==> src/rtl/uart_rx_fifo.sv <==
// Receive FIFO behind a UART receiver: one push per rising edge of rx_ready, show-ahead read port.
// Define UART_RX_FIFO_OVF_FLAG_EN to add the sticky overflow flag (overflow / ovf_clr ports).
module uart_rx_fifo #(
  parameter int DATA_WIDTH = 8,
  parameter int DEPTH      = 16
) (
  input  logic                       clk,
  input  logic                       rst,
  input  logic                       rx_ready,
  input  logic [DATA_WIDTH-1:0]      rx_data,
  output logic                       m_valid,
  output logic [DATA_WIDTH-1:0]      m_data,
  input  logic                       m_ready,
  output logic [$clog2(DEPTH):0]     count,
  output logic                       full,
  output logic                       empty
`ifdef UART_RX_FIFO_OVF_FLAG_EN
  ,
  output logic                       overflow,
  input  logic                       ovf_clr
`endif
);

  localparam int AW = $clog2(DEPTH);
  localparam int CW = AW + 1;
  localparam logic [CW-1:0] FULL_CNT = CW'(DEPTH);

  logic [DATA_WIDTH-1:0] r_mem [DEPTH];
  logic [AW-1:0]         r_wr_ptr, r_rd_ptr;
  logic [CW-1:0]         r_count;
  logic                  r_rx_ready_d;

  logic w_push, w_pop, w_full, w_empty, w_wr_en;

  assign w_full  = (r_count == FULL_CNT);
  assign w_empty = (r_count == '0);
  assign w_push  = rx_ready & ~r_rx_ready_d;
  assign w_pop   = ~w_empty & m_ready;
  // A push into a full FIFO still lands when the head leaves on the same edge.
  assign w_wr_en = w_push & (~w_full | w_pop);

  assign m_valid = ~w_empty;
  assign m_data  = r_mem[r_rd_ptr];
  assign count   = r_count;
  assign full    = w_full;
  assign empty   = w_empty;

  always_ff @(posedge clk) begin
    if (w_wr_en) r_mem[r_wr_ptr] <= rx_data;
  end

  // rx_ready_d resets high so a level already asserted at reset release is not a new byte.
  always_ff @(posedge clk or posedge rst) begin
    if (rst) begin
      r_rx_ready_d <= 1'b1;
      r_wr_ptr     <= '0;
      r_rd_ptr     <= '0;
      r_count      <= '0;
    end else begin
      r_rx_ready_d <= rx_ready;
      if (w_wr_en) r_wr_ptr <= r_wr_ptr + 1'b1;
      if (w_pop)   r_rd_ptr <= r_rd_ptr + 1'b1;
      if (w_wr_en & ~w_pop)      r_count <= r_count + 1'b1;
      else if (w_pop & ~w_wr_en) r_count <= r_count - 1'b1;
    end
  end

`ifdef UART_RX_FIFO_OVF_FLAG_EN
  logic w_drop;
  logic r_overflow;

  assign w_drop   = w_push & w_full & ~w_pop;
  assign overflow = r_overflow;

  always_ff @(posedge clk or posedge rst) begin
    if (rst)          r_overflow <= 1'b0;
    else if (w_drop)  r_overflow <= 1'b1;
    else if (ovf_clr) r_overflow <= 1'b0;
  end
`endif

endmodule

==> config.mk <==
export PLATFORM = sky130hd
export DESIGN_NAME = uart_rx_fifo
export DESIGN_NICKNAME = d
export VERILOG_FILES = /design/src/rtl/uart_rx_fifo.sv
export SDC_FILE = /design/constraint.sdc
export NUM_CORES = 1
export LEC_CHECK = 0
export BUFFER_PORTS_ARGS = -buffer_cell sky130_fd_sc_hd__buf_2
export CAP_MARGIN = 20
export CORE_MARGIN = 2
export CORE_UTILIZATION = 51
export CTS_CLUSTER_DIAMETER = 120
export DETAILED_ROUTE_END_ITERATION = 10
export GPL_TIMING_DRIVEN = 0
export PLACE_DENSITY = 0.71
export SLEW_MARGIN = 20
export SYNTH_ARGS = -nofsm -noshare
export SYNTH_HDL_FRONTEND = slang
export SYNTH_SLANG_ARGS = --single-unit
export TNS_END_PERCENT = 5
==> constraint.sdc <==
create_clock -name clk -period 3.5 [get_ports clk]
set_input_delay 0.7 -clock clk [delete_from_list [all_inputs] [get_ports clk]]
set_output_delay 0.7 -clock clk [all_outputs]
set_load 0.05 [all_outputs]
---- Word level (Yosys, flattened, before mapping) ----
Memory sizes are Yosys's and may differ from the RTL's.
Cells that the tools add are included.
operators by class
  equal/unequal tests ..................... 1
  muxes and demuxes ....................... 4
  reduce and logical (&&, ||, !) cells .... 2
  bitwise logic cells ..................... 11
  $add $sub $neg .......................... 4
operator list
  cell                                                                 count
  5-bit 2-to-1 mux                                                     2
  4-bit by 1-bit adder with 4-bit output (second input constant)       2
  5-bit by 1-bit adder with 5-bit output (second input constant)       1
  1-bit bitwise AND                                                    5
  5-bit equality test (second input constant)                          1
  5-bit logical NOT                                                    1
  1-bit inverter                                                       5
  5-bit by 1-bit subtractor with 5-bit output (second input constant)  1
  1-bit 2-to-1 mux                                                     2
  2-bit nonzero test                                                   1
  1-bit bitwise OR                                                     1
word-level totals
  memories ................................ 1
  flip-flop bits (word level) ............. 14
  bits in writable memories ............... 128
  logic and storage cells ................. 27
  bits of input ports ..................... 12
memory list
  name   depth  bits a word  read ports  clocked after memory_dff  wr ports  RTL line  text
  r_mem  16     8            1           0                         1         28        logic [DATA_WIDTH-1:0] r_mem [DEPTH];

---- Logic depth before layout (Yosys ltp) ----
  word-level depth ........................ 9
  depth in mapped cells ................... 10
  gate-level depth less buffers ........... 10

---- Least setup slack after synthesis ----
No wires, ideal clock.
  kind .................................... flip-flop to flip-flop
  from .................................... register r_count[0], in the netlist count[0]
  to ...................................... register r_count[4], in the netlist count[4]
  arrival ................................. 3.031 ns
  period minus slack after synthesis ...... 3.176 ns
  stages on the path, launching flop included .. 11
  buffers on the path ..................... 0
  slack ................................... 0.324 ns
  required time ........................... 3.355 ns
  cells stage by stage .................... dfrtp_1 nor4_4 nand2b_1 nand2_1 ha_1 inv_1 fa_1 a21o_1 a21oi_1 mux2i_1 xnor2_1
on the way
  word-level cells in the longest chain between the ends .. 8
ends and longest elaborated chain
  what                          RTL line  text
  from (decl)                   30        logic [CW-1:0] r_count;
  from (signal assigned)        63        if (w_wr_en & ~w_pop) r_count <= r_count + 1'b1;
  from (signal assigned)        64        else if (w_pop & ~w_wr_en) r_count <= r_count - 1'b1;
  5-bit logical NOT (*)         36        assign w_empty = (r_count == '0);
  1-bit inverter (*)            -
  via m_valid                   11        output logic m_valid,
  1-bit bitwise AND (*)         38        assign w_pop = ~w_empty & m_ready;
  1-bit bitwise OR              40        assign w_wr_en = w_push & (~w_full | w_pop);
  1-bit bitwise AND             40
  1-bit inverter                64
  1-bit bitwise AND             64
  2-bit nonzero test (no line)  -
The timed path passes the listed nets; every way through them passes the cells marked *. The select of a mux whose other input is x is not followed.
A chain may end at the register's enable or synchronous reset.

---- Final worst setup path ----
  from .................................... register r_rd_ptr[1]
  to ...................................... output m_data[6]
on the way
  word-level cells in the longest chain between the ends .. 1
ends and longest elaborated chain
  what                    RTL line  text
  from (decl)             29        logic [AW-1:0] r_wr_ptr, r_rd_ptr;
  from (signal assigned)  62        if (w_pop) r_rd_ptr <= r_rd_ptr + 1'b1;
  memory 16 x 8 bit       -
  to (decl)               12        output logic [DATA_WIDTH-1:0] m_data,
No other way between the ends.

==> results.cfg <==
[routing]
totalWireLength_mm = 11.7
viasPerCell = 5.80
vias = 3028
drtIter0Drc = 250
drt-pass1-iter-count = 4
postRouteAntennaNets = 0
drc = 0
avgRoutedWirePerCell_um = 22.3

[clock_network]
clkSlewWorstSetupHoldPaths_ns = 0.06
ctsHoldBuffers = 0
post_cts.repair.setup_buffers = 0
cts.root.buffer_cell = clkbuf_16
htreeDepth = 4
worstSkewPairLatency_ns = 0.40
cts.sinks = 142
cts_tree = yes
cts_made_buffers = 17
post_cts_resized = 0
cts_buffer_depth = 2

[global_routing]
grt-ovfl-total = 0
grt_max_degree = 17
grt_pass1_vias = 3176
antenna_found_initial = 0
grt_pass1_wl_mm = 18.4
grt_usage_pct = 20.3

[yosys]
synth_fp_nets = 345
async_reset_ff_share_pct = 9.86
avgSynthCellArea_um2 = 18.0
yosysWarnings = 0
synth-edff-count = 128
synth_area_leaders = edfxtp_1 66%, mux4_2 6.2%, mux2i_1 5.7%
syn_inst = 323
ys.flop_type = edfxtp_1
syn-cell-area_um2 = 5800
ys_seq_elements = 142
ys_types = 34
yosysTopAreaCellShare_pct = 66.3
synth_seq_area_share_pct = 72.3
yosys.area.top_type = edfxtp_1

[worst_setup_path]
path_max_fanout = 10
path_class = flip-flop to output port
cp-start-kind = flip-flop
cp_data_arrival_time_ns = 2.58
required_ns = 2.80
worstSetupEndpointType = output port

[floorplan]
dieArea_um2 = 12200
fp.dieH_um = 111
ioPinCount = 28
row_count = 38
coreArea_um2 = 11000
die_w_um = 111
start_util_pct = 52.8

[finish]
finalNetCount = 391
drive_gt1_share_pct = 24.6
mostFrequentLayoutCells = 128 x edfxtp_1, 33 x mux2i_1, 30 x buf_2, 17 x nand2_1, 17 x clkbuf_16
stdcell_count = 522
final_cell_area_um2 = 6690
mostFrequentLayoutCell = edfxtp_1
n_antenna_cell = 0
synthToLayoutAreaGrowth_pct = 15.3

[placement]
dpl_cell_area_um2 = 6130
numPortBuffers = 27
routabilityCongestion = 0.845
hpwl_mm = 7.58
dp.cells = 490

[timing]
final-hold-violation-count = 0
setup_violations = 0
finalCriticalPeriod_ns = 3.28
fmax_mhz = 305
rsz0062_at_grt = no
finalCritPeriodShare_pct = 93.7
setup_tns_ns = 0
slew_violations = 0
worst_hold_slack_ns = 0.341
fin_skew_ns = 0.00711
slew_headroom_pct = 35.4
worst_slew_pin_slew_ns = 0.966

[worst_hold_path]
hold_path_class = input pin to asynchronous set/reset pin

[power]
p_per_area_nw_per_um2 = 897
cellLeakagePower_nw = 2.37
total_power_mw = 6.00
vdd_drop_max_v = 0.000498

[job]
max_cap_violations = 0

[status]
status = completed
-- report_power, final --
part	internal, mW	leakage (nW)	switching (mW)	total [mW]
Clock	1.04	0.267	0.646	1.68
Combinational	0.766	0.781	1.45	2.22
Sequential	2.01	1.32	0.0936	2.10
-- synthesized netlist by cell type, types with 3 or more instances --
cell type and instances:
a221oi_1 15, a22oi_1 8, buf_2 3, buf_4 4
buf_6 4, clkbuf_1 4, dfrtp_1 13, edfxtp_1 128
ha_1 9, inv_1 8, mux2i_1 33, mux4_2 16
nand2_1 17, nand2b_1 3, nor2_1 14, nor3_1 4
o21ai_0 11, xnor2_1 9
-- registers in the layout (all words and copies together), names as in the netlist --
| name | cells |
|---|---|
| count | 5 |
| r_mem | 128 |
| r_rd_ptr | 4 |
| r_rx_ready_d | 1 |
| r_wr_ptr | 4 |
-- worst paths after layout --
check / startpoint / to / slack (ns) / cells after the start
worst max-delay path: r_rd_ptr[1] / m_data[6] / 0.22 / 8
worst min-delay path: rst / r_rd_ptr[3] / 0.34 / 2
max in group asynchronous: rst / r_wr_ptr[0] / 2.79 / 2
min in group clk: rx_ready / r_rx_ready_d / 0.41 / 1
worst max register to register: count[0] / count[4] / 0.65 / 10
worst min register to register: count[4] / count[4] / 0.58 / 1
-- cells by family after synthesis --
logic type	count (synthesis)	synth area share (%)
DFF	142	72.3
muxes	51	12.3
and+or+nand+nor	45	3.69
AOI/OAI and AO/OA	40	5.42
buffers and inverters	25	2.46
xor gates and xnor gates	10	1.51
adders and majority gates	10	2.29
-- final cells by class --
cell class                 instances  area [um^2]
multi-input combinational        156         1480
tap                              140          175
fill                             804         4300
buffer                            17          113
sequential                       142         4200
inverter                           8         30.0
clock inverter                    13          124
clock buffer                      19          433
timing repair buffer              27          135
-- per-layer routing --
layer  vias up  wire, um  GRT usage [%]
met1      1566      4930           27.9
met4         0        80           6.08
met5         -         0              0
li1       1373         -              -
met2        82      5900           33.1
met3         7       738           3.95
-- critical path, cell delays in order (launching register included) --
cell and delay (ns):
dfrtp_1 0.34, buf_4 0.21, nor2b_1 0.06, clkbuf_1 0.21, buf_4 0.24, a221oi_1 0.54, a22oi_1 0.17, nand2_1 0.12
buf_2 0.27
-- through the flow --
stage | utilization (%) | setup WS, ns
floorplan | - | 0.324
detailed placement | 55.8 | 0.517
global placement | 55.6 | 0.432
CTS | 60.9 | 0.200
global route | 60.9 | 0.0104
finish | 60.9 | 0.222
(Power assumes the default switching activity.)
